[src/rtl/crypto1_key_shifter_if.sv]
// crypto1_key_shifter_if
//
// Signal bundle between a search core / attack aggregator and one key shifter.
//
// Signals:
//   LOAD        strobe from the search core that captures LOAD_STATE
//   LOAD_STATE  48-bit matched candidate LFSR state, x[k] = bit k
//   CLR         synchronous return to idle
//   KEY_CLK     serial bit clock from the aggregator (CLK-synchronous level)
//   KEY_DATA    serial key bit, MSB first
//   KEY_VALID   a rewound key is being presented
//   BUSY        rewinding or sending
//   SENT        all 48 bits have been transferred
//
// Modports:
//   master  controlling side (core + aggregator); drives strobes and KEY_CLK
//   slave   the key shifter itself
interface crypto1_key_shifter_if;
    logic        LOAD;
    logic [47:0] LOAD_STATE;
    logic        CLR;
    logic        KEY_CLK;
    logic        KEY_DATA;
    logic        KEY_VALID;
    logic        BUSY;
    logic        SENT;

    modport master (
        output LOAD,
        output LOAD_STATE,
        output CLR,
        output KEY_CLK,
        input  KEY_DATA,
        input  KEY_VALID,
        input  BUSY,
        input  SENT
    );

    modport slave (
        input  LOAD,
        input  LOAD_STATE,
        input  CLR,
        input  KEY_CLK,
        output KEY_DATA,
        output KEY_VALID,
        output BUSY,
        output SENT
    );
endinterface

[src/rtl/crypto1_key_shifter.sv]
// crypto1_key_shifter
//
// Per-core key return path. Latches a matched 48-bit Crypto1 LFSR state,
// steps the LFSR backwards REWIND times to recover the original key, then
// shifts the key out MSB first, one bit per falling edge of KEY_CLK.
//
// Parameters:
//   REWIND   number of backward LFSR steps before transmission (0..63)
//
// Ports:
//   CLK      system clock, rising edge
//   RESETn   asynchronous active-low reset
//   bus      crypto1_key_shifter_if.slave
//              in : LOAD, LOAD_STATE, CLR, KEY_CLK
//              out: KEY_DATA, KEY_VALID, BUSY, SENT
module crypto1_key_shifter #(
    parameter int unsigned REWIND = 10
) (
    input  logic                   CLK,
    input  logic                   RESETn,
    crypto1_key_shifter_if.slave   bus
);

    typedef enum logic [1:0] {
        StIdle,
        StRewind,
        StSend,
        StDone
    } state_e;

    localparam bit         HasRewind  = (REWIND != 0);
    // Value of cnt_q on the last rewind step; unused when REWIND is 0.
    localparam logic [5:0] RewindLast = HasRewind ? 6'(REWIND - 1) : 6'd0;
    localparam logic [5:0] LastBit    = 6'd47;
    localparam logic [5:0] BitsTotal  = 6'd48;

    state_e      state_q;
    logic [47:0] shreg_q;
    logic [5:0]  cnt_q;
    logic        kc_q;
    logic        key_valid_q;
    logic        busy_q;
    logic        sent_q;
    logic        key_fall;

    // One backward Crypto1 LFSR step. The forward step is {fb, s[47:1]};
    // undoing it shifts the other way and recovers the old s[0] from the
    // feedback bit (now s[47]) and the remaining taps, each moved down by one.
    function automatic logic [47:0] rewind_step(input logic [47:0] s);
        logic b0;
        b0 = s[47] ^ s[4]  ^ s[8]  ^ s[9]  ^ s[11] ^ s[13] ^ s[14] ^ s[16] ^ s[18]
           ^ s[23] ^ s[24] ^ s[26] ^ s[28] ^ s[34] ^ s[38] ^ s[40] ^ s[41] ^ s[42];
        return {s[46:0], b0};
    endfunction

    // KEY_CLK is already CLK-synchronous; kc_q only provides edge history.
    assign key_fall = kc_q & ~bus.KEY_CLK;

    always_ff @(posedge CLK or negedge RESETn) begin
        if (!RESETn) begin
            state_q     <= StIdle;
            shreg_q     <= '0;
            cnt_q       <= '0;
            kc_q        <= 1'b0;
            key_valid_q <= 1'b0;
            busy_q      <= 1'b0;
            sent_q      <= 1'b0;
        end else begin
            kc_q <= bus.KEY_CLK;
            if (bus.CLR) begin
                // Clearing shreg too keeps KEY_DATA low in idle.
                state_q     <= StIdle;
                shreg_q     <= '0;
                cnt_q       <= '0;
                key_valid_q <= 1'b0;
                busy_q      <= 1'b0;
                sent_q      <= 1'b0;
            end else begin
                unique case (state_q)
                    StIdle: begin
                        if (bus.LOAD) begin
                            shreg_q <= bus.LOAD_STATE;
                            cnt_q   <= '0;
                            busy_q  <= 1'b1;
                            if (HasRewind) begin
                                state_q <= StRewind;
                            end else begin
                                state_q     <= StSend;
                                key_valid_q <= 1'b1;
                            end
                        end
                    end

                    StRewind: begin
                        shreg_q <= rewind_step(shreg_q);
                        if (cnt_q == RewindLast) begin
                            cnt_q       <= '0;
                            state_q     <= StSend;
                            key_valid_q <= 1'b1;
                        end else begin
                            cnt_q <= cnt_q + 6'd1;
                        end
                    end

                    StSend: begin
                        // Edges seen before entering SEND were registered while
                        // the state was still REWIND/IDLE and are not counted.
                        if (key_fall) begin
                            shreg_q <= {shreg_q[46:0], 1'b0};
                            if (cnt_q == LastBit) begin
                                cnt_q       <= BitsTotal;
                                state_q     <= StDone;
                                key_valid_q <= 1'b0;
                                busy_q      <= 1'b0;
                                sent_q      <= 1'b1;
                            end else begin
                                cnt_q <= cnt_q + 6'd1;
                            end
                        end
                    end

                    StDone: begin
                        // Hold until CLR or reset.
                    end
                endcase
            end
        end
    end

    assign bus.KEY_DATA  = shreg_q[47];
    assign bus.KEY_VALID = key_valid_q;
    assign bus.BUSY      = busy_q;
    assign bus.SENT      = sent_q;

    a_valid_in_send: assert property (@(posedge CLK) disable iff (!RESETn)
        key_valid_q == (state_q == StSend));
    a_busy_states: assert property (@(posedge CLK) disable iff (!RESETn)
        busy_q == (state_q == StRewind || state_q == StSend));
    a_sent_in_done: assert property (@(posedge CLK) disable iff (!RESETn)
        sent_q == (state_q == StDone));
    a_cnt_bound: assert property (@(posedge CLK) disable iff (!RESETn)
        cnt_q <= BitsTotal);

endmodule
[src/flat_wrapper.sv]
// flat-port wrapper written by rule: the top's interface ports become plain ports
module crypto1_key_shifter_flat 
#(
    parameter int unsigned REWIND = 10
)
  (CLK, RESETn, bus_LOAD, bus_LOAD_STATE, bus_CLR, bus_KEY_CLK, bus_KEY_DATA, bus_KEY_VALID, bus_BUSY, bus_SENT);
  crypto1_key_shifter_if bus_i ();
  input  logic CLK;
  input  logic RESETn;
  input wire logic [$bits(bus_i.LOAD)-1:0] bus_LOAD;
  input wire logic [$bits(bus_i.LOAD_STATE)-1:0] bus_LOAD_STATE;
  input wire logic [$bits(bus_i.CLR)-1:0] bus_CLR;
  input wire logic [$bits(bus_i.KEY_CLK)-1:0] bus_KEY_CLK;
  output wire logic [$bits(bus_i.KEY_DATA)-1:0] bus_KEY_DATA;
  output wire logic [$bits(bus_i.KEY_VALID)-1:0] bus_KEY_VALID;
  output wire logic [$bits(bus_i.BUSY)-1:0] bus_BUSY;
  output wire logic [$bits(bus_i.SENT)-1:0] bus_SENT;
  assign bus_i.LOAD = bus_LOAD;
  assign bus_i.LOAD_STATE = bus_LOAD_STATE;
  assign bus_i.CLR = bus_CLR;
  assign bus_i.KEY_CLK = bus_KEY_CLK;
  assign bus_KEY_DATA = bus_i.KEY_DATA;
  assign bus_KEY_VALID = bus_i.KEY_VALID;
  assign bus_BUSY = bus_i.BUSY;
  assign bus_SENT = bus_i.SENT;
  crypto1_key_shifter #(.REWIND(REWIND)) u_core (.CLK(CLK), .RESETn(RESETn), .bus(bus_i));
endmodule
[config.mk]
export PLATFORM = sky130hd
export DESIGN_NAME = crypto1_key_shifter_flat
export DESIGN_NICKNAME = d
export VERILOG_FILES = /design/src/rtl/crypto1_key_shifter_if.sv /design/src/rtl/crypto1_key_shifter.sv /design/src/flat_wrapper.sv
export SDC_FILE = /design/constraint.sdc
export NUM_CORES = 1
export LEC_CHECK = 0
export BUFFER_PORTS_ARGS = -buffer_cell sky130_fd_sc_hd__buf_2
export CAP_MARGIN = 15
export CELL_PAD_IN_SITES_DETAIL_PLACEMENT = 2
export CELL_PAD_IN_SITES_GLOBAL_PLACEMENT = 2
export CORE_MARGIN = 1
export CORE_UTILIZATION = 34
export CTS_CLUSTER_DIAMETER = 150
export DETAILED_ROUTE_END_ITERATION = 10
export HOLD_SLACK_MARGIN = 0.15
export MAX_ROUTING_LAYER = met4
export PLACE_DENSITY_LB_ADDON = 0.3
export SYNTH_ARGS = -nofsm -noshare
export SYNTH_HDL_FRONTEND = slang
export SYNTH_SLANG_ARGS = --single-unit
[constraint.sdc]
create_clock -name CLK -period 2.5 [get_ports CLK]
set_clock_uncertainty 0.2 [all_clocks]
set_input_delay 0.25 -clock CLK [delete_from_list [all_inputs] [get_ports CLK]]
set_output_delay 0.25 -clock CLK [all_outputs]
set_load 0.01 [all_outputs]
# Yosys cells after proc, flatten, opt, wreduce, memory -nomap -nowiden
# Index checks and enable logic that the tools add are counted.
dict set report totals {
  ramBits 0
  inputBits 53
  mem_bits_ro 0
  latchBits 0
  regBits 60
  memories 0
}
dict set report classes {
  n_eq_ne 8
  div 0
  n_lt_le_gt_ge 0
  muxes 28
  reduce_logical 12
  shifts 0
  n_addsub 1
  multipliers 0
  bitwise_logic 19
}
# operator n
set op_table {}
lappend op_table {{$mux 48} 3}
lappend op_table {{$pmux 48 s3} 1}
lappend op_table {{$mux 6} 5}
lappend op_table {{$pmux 6 s3} 1}
lappend op_table {{$xor 1x1->1} 17}
lappend op_table {{$mux 1} 10}
lappend op_table {{$mux 2} 5}
lappend op_table {{$ne 3x2->1 const B} 3}
lappend op_table {{$reduce_and 4->1} 2}
lappend op_table {{$add 6x1->6 const B} 1}
lappend op_table {{$eq 6x4->1 const B} 1}
lappend op_table {{$eq 6x6->1 const B} 1}
lappend op_table {{$pmux 2 s3} 1}
lappend op_table {{$reduce_and 3->1} 2}
lappend op_table {{$reduce_bool 2->1} 3}
lappend op_table {{$reduce_bool 3->1} 2}
lappend op_table {{$reduce_and 5->1} 1}
lappend op_table {{$pmux 1 s2} 2}
lappend op_table {{$reduce_bool 4->1} 1}
lappend op_table {{$ne 3x3->1 const B} 1}
lappend op_table {{$eq 2x1->1 const B} 1}
lappend op_table {{$eq 2x2->1 const B} 1}
lappend op_table {{$logic_not 2->1} 1}
lappend op_table {{$and 1x1->1} 1}
lappend op_table {{$not 1->1} 1}

# Depth between registers and ports, before layout
dict set report logic_depth {
  word_depth 19
  depth_mapped 9
}

# Worst setup path before layout
# Ideal clock, no wire load.
dict set report synth_timing {
  path_kind {reg2reg}
  from {register u_core.state_q[0]}
  to {register u_core.state_q[0]}
  path_slack_ps 399
  path_stages_with_launch 9
  n_path_buf 1
  setup_ps 119
  t_arrival_ps 1782
  path_cell_list {dfrtp_1 -> inv_1 -> ha_1 -> buf_4 -> nor3_1 -> a211o_1 -> or3_1 -> mux2i_1 -> and2_1}
}
dict set report synth_via {
  elab_chain_cells 3
  elab_cells_between_ends 11
}
# element line
set synth_lines {}
lappend synth_lines {{start: declaration} crypto1_key_shifter.sv:37} ;# state_e state_q;
lappend synth_lines {{start signal: assignment} crypto1_key_shifter.sv:61} ;# state_q <= StIdle;
lappend synth_lines {{start signal: assignment} crypto1_key_shifter.sv:72} ;# state_q <= StIdle;
lappend synth_lines {{start signal: assignment} crypto1_key_shifter.sv:86} ;# state_q <= StRewind;
lappend synth_lines {{$eq 2x1->1, or another cell as far along} crypto1_key_shifter.sv:79} ;# unique case (state_q)
lappend synth_lines {{$ne 3x2->1 (no line), or another cell as far along} n/a}
lappend synth_lines {{$reduce_and 5->1 (no line) / $mux 2 (equally long branches)} n/a}
# Parallel ways exist; a longest one is shown, timed or not.
# A chain may end at the register's enable or synchronous reset.

# Final worst setup path
dict set report layout_timing {
  from {register u_core.state_q[0]}
  to {register u_core.cnt_q[3]}
}
dict set report layout_via {
  elab_chain_cells 3
  elab_cells_between_ends 9
}
# element line
set layout_lines {}
lappend layout_lines {{$eq 2x2->1, or another cell as far along} crypto1_key_shifter.sv:79}
lappend layout_lines {{$ne 3x2->1 (no line), or another cell as far along} n/a}
lappend layout_lines {{$reduce_and 3->1 (no line) / $mux 6 (equally long branches)} n/a}
lappend layout_lines {{end signal: assignment} crypto1_key_shifter.sv:101} ;# cnt_q <= cnt_q + 6'd1;
lappend layout_lines {{end signal: assignment} crypto1_key_shifter.sv:111} ;# cnt_q <= BitsTotal;
lappend layout_lines {{end signal: assignment} crypto1_key_shifter.sv:117} ;# cnt_q <= cnt_q + 6'd1;
lappend layout_lines {{end: declaration} crypto1_key_shifter.sv:39} ;# logic [5:0] cnt_q;
# Parallel ways exist; a longest one is shown, timed or not.

==> impl_summary.md <==
Routing
The detail route stage leaves a number of antenna-violating nets equal to 0. The final routed wire length divided by cell count is 21.01 um. The pre-antenna-repair detailed-routing pass consisted of 4 iterations. The total wirelength of the detailed-routed design is 11200 um. After the first detailed-routing iteration, the DRC count stood at 47.

Dividing the detail-routed via count by the number of cells gives 5.719. The total number of vias is 3048. The final routed DRC violation total is 0.

STA
Summed over all failing endpoints, the final setup total negative slack is 0 ns. The clock period minus worst slack is 2.367 ns. The worst path meets setup with 0.1330 ns of slack.

On the final layout, the worst hold slack is 0.1633 ns. The max-slew violation count is 0. Setup repair after global routing left no endpoint under its margin.

Setup violations remaining at the end of the flow were counted as 0. The actual transition at the worst max-transition pin is 0.8114 ns. The maximum operating frequency is 422.5 MHz. The normalized max-slew margin is 0.4591. The number of hold violations in the final report is 0. The period utilization is 0.9468.

Worst setup path
The startpoint identified for the worst register-to-register timing path is u_core.state_q[0]$_DFFE_PN0P_. The worst path arrival time is 2.44 ns. The critical path goes through inv_1, ha_1, nor2b_2, a211o_1, buf_4, or3_1, a21o_1, a21oi_2.

The number of buffers and inverters on the critical path is 2. The worst-path maximum fanout is 4. For flop-to-flop paths, the worst setup slack is 0.13 ns.

The slowest stage of the critical path belongs to the cell sky130_fd_sc_hd__dfrtp_1. The depth of the most critical reg-to-reg path is 8. The peak per-stage delay on the critical path is 0.39 ns. STA puts the critical path data required time at 2.57 ns. The gate family responsible for the most delay along the worst path is compound AO/OA/AOI/OAI gates. The worst setup path is captured at a flip-flop. The end of the worst register-to-register path is u_core.cnt_q[3]$_DFFE_PN0P_. The worst setup path is of the flip-flop to flip-flop kind. STA classifies the critical path startpoint as a flip-flop.

Placed design
The final RePlAce weighted congestion is 0.7042. The total cell area at the placement stage is 0.003493 sq mm. Prior to clock tree synthesis, the placed netlist has a worst setup slack of -0.06912 ns. The number of placed instances, taps included, is 464. The half-perimeter wire length of the detailed placement result is 5830 um. The number of port buffers is 56.

Synthesis
The most frequent cell after synthesis is sky130_fd_sc_hd__dfrtp_1. The fraction of registers with async set or reset after synthesis is 1.000. The cell area that synthesis handed to floorplanning was 0.003087 sq mm. The part of the Yosys area used for sequential elements is 0.4864.

Synthesis instantiated 42 different standard cells from the library. The largest total area in the synthesized netlist belongs to sky130_fd_sc_hd__dfrtp_1. After synthesis the netlist holds a flip-flop and latch count of 60. Yosys mapped a number of flops with a built-in enable equal to 0.

The synthesized area per cell is 9.707 sq um. When the netlist entered floorplanning its net count stood at 376. The warning count from the yosys run is 0.

By count the netlist is led by sky130_fd_sc_hd__dfrtp_1 (60), sky130_fd_sc_hd__nor2_1 (54), sky130_fd_sc_hd__nor3_1 (49). The top cell type's share of synthesized area is 0.4864. The most instantiated flip-flop cell in the synthesis netlist is sky130_fd_sc_hd__dfrtp_1. By area the synthesized netlist is led by sky130_fd_sc_hd__dfrtp_1 (49%), sky130_fd_sc_hd__a221oi_1 (13%), sky130_fd_sc_hd__nor3_1 (7.9%).

In the synthesized netlist, the number of instances is 318.

Clocking
The clock passes through at most 2 buffers. TritonCTS built the clock tree. For this design, the sink count on the clock tree is 60. The insertion delay to the later sink of the worst-skew pair is 0.36 ns.

The number of levels in the clock H-tree is 3. Clock tree synthesis selected as its root buffer the cell sky130_fd_sc_hd__clkbuf_8. The number of buffers added by the clock tree synthesis step is 9. Clock-pin slew was measured on the worst setup and hold paths at 0.07 ns.

Hold path
The worst hold path begins at bus_LOAD. The class of the worst hold path is input pin to flip-flop. The hold path depth is 4.

The worst hold path endpoint is u_core.bus.BUSY$_DFFE_PN0P_.

Cells and area
The final non-filler cell area is 0.004258 sq mm. The count of filler cells inserted in the layout is 940. The count of cells in the finished layout, fillers not included, comes to 533. The number of antenna diodes in the final layout is 0.

The net count of the finished layout is 479. From synthesis to final layout, the design area changed by 37.94%. The share of cells above drive strength 1 is 0.2165.

Power and ir drop
For this design the ratio of total power to cell area is 1299 mW/mm^2. The standby leakage power is 1.898 nW. The largest voltage drop on the vdd net is 541.6 uV.

Global routing
The pin count of the biggest net entering global routing is 61. For this run, the total global-route usage over all layers was measured as 0.2529. The first global-routing pass estimated 18050 um of wire. The number of global-route vias before repair was 3447. The initial antenna violation count is 0. The remaining global-route overflow is 0.

Floorplan
The floorplan step defined a core boundary enclosing 0.008763 sq mm. From left edge to right edge, the die measures 97.28 um. The floorplan step defined a die boundary enclosing 0.009463 sq mm. For this configuration, the core starts out at a cell density of 0.3522.

The row count is 34. The height of the die is 97.28 um. The I/O pin count is 57.

Status
The flow ran to the end, and the final reports show no timing, DRC or antenna violations.

Job
The reported max-cap violation count is 0.
## worst reg2reg max path: cells and delay by family (launching register included)
| family | cells | cell delay, ns |
|---|---|---|
| flops | 1 | 0.39 |
| compound gates | 3 | 0.68 |
| simple gates | 2 | 0.53 |
| buf+inv | 2 | 0.26 |
| fa+ha+maj | 1 | 0.22 |
## flip-flops by register name (all words and copies together), names as in the netlist
register	count
u_core.bus.SENT	1
u_core.kc_q	1
u_core.cnt_q	6
u_core.bus.BUSY	1
u_core.bus.KEY_VALID	1
u_core.shreg_q	48
u_core.state_q	2
## power by group
| part | total [mW] | switching, mW | internal [mW] |
|---|---|---|---|
| clock network | 0.917 | 0.436 | 0.481 |
| logic | 3.08 | 1.82 | 1.26 |
| registers | 1.54 | 0.260 | 1.28 |
## worst max path at each step
stage                                  startpoint                             end  slack [ns]  cells past startpoint
floorplan           u_core.state_q[0]$_DFFE_PN0P_   u_core.state_q[0]$_DFFE_PN0P_        0.40                      8
global placement    u_core.state_q[0]$_DFFE_PN0P_  u_core.shreg_q[19]$_DFFE_PN0P_      -0.002                      6
detailed placement  u_core.state_q[0]$_DFFE_PN0P_  u_core.shreg_q[19]$_DFFE_PN0P_       -0.07                      6
global route        u_core.state_q[0]$_DFFE_PN0P_   u_core.shreg_q[0]$_DFFE_PN0P_        0.01                      8
finish              u_core.state_q[0]$_DFFE_PN0P_     u_core.cnt_q[3]$_DFFE_PN0P_        0.13                      8
CTS                 u_core.state_q[1]$_DFFE_PN0P_   u_core.shreg_q[0]$_DFFE_PN0P_        0.03                      8
## placed cells by master, fill, tap and decap left out, types with 7 or more instances in the layout
cell                            instances
sky130_fd_sc_hd__nor3_1                47
sky130_fd_sc_hd__nand2_1                7
sky130_fd_sc_hd__clkbuf_8              10
sky130_fd_sc_hd__buf_2                 56
sky130_fd_sc_hd__inv_1                  7
sky130_fd_sc_hd__dfrtp_1               60
sky130_fd_sc_hd__dlygate4sd3_1         51
sky130_fd_sc_hd__nor2_1                53
sky130_fd_sc_hd__a221oi_1              47
sky130_fd_sc_hd__xnor2_1               11
sky130_fd_sc_hd__buf_4                  8
## area by class of cell
type | instances | area, sq um | area share
clock buffer | 11 | 141.4 | 0.03321
multi-input combinational | 225 | 1501 | 0.3526
clock inverter | 4 | 50.05 | 0.01175
tap | 108 | 135.1 | 0.03174
timing repair buffer | 118 | 902.1 | 0.2119
sequential | 60 | 1501 | 0.3526
inverter | 7 | 26.28 | 0.006171
## kinds of logic after synthesis
| kind of cell | Yosys count | synth area share |
|---|---|---|
| buf+inv | 35 | 0.04864 |
| xor+xnor | 14 | 0.04864 |
| simple gates | 124 | 0.1869 |
| fa+ha+maj | 5 | 0.02027 |
| compound gates | 77 | 0.1994 |
| mux | 3 | 0.009729 |
| flops | 60 | 0.4864 |
## timing repair
action	in CTS	in global routing
hold endpoints to repair	112	0
pin swaps	1	2
cloned	1	1
setup buffers	0	1
hold buffers	51	0
endpoints found under the setup margin	43	18
resized for setup	2	7
## metrics by stage
stage | util | total power, mW
2_1_floorplan | - | 3.520
3_3_place_gp | 0.3986 | 4.206
3_5_place_dp | 0.3986 | 4.301
4_1_cts | 0.4802 | 5.344
5_1_grt | 0.4859 | 5.888
6_report | 0.4859 | 5.532
## metal layers
layer	track usage	wire length [um]	up-vias
met2	0.4453	5860	51
met4	0.07466	185	0
met3	0.05108	292	12
met1	0.2913	4859	1589
met5	-	0	-
li1	-	-	1396
(Power assumes the default switching activity.)
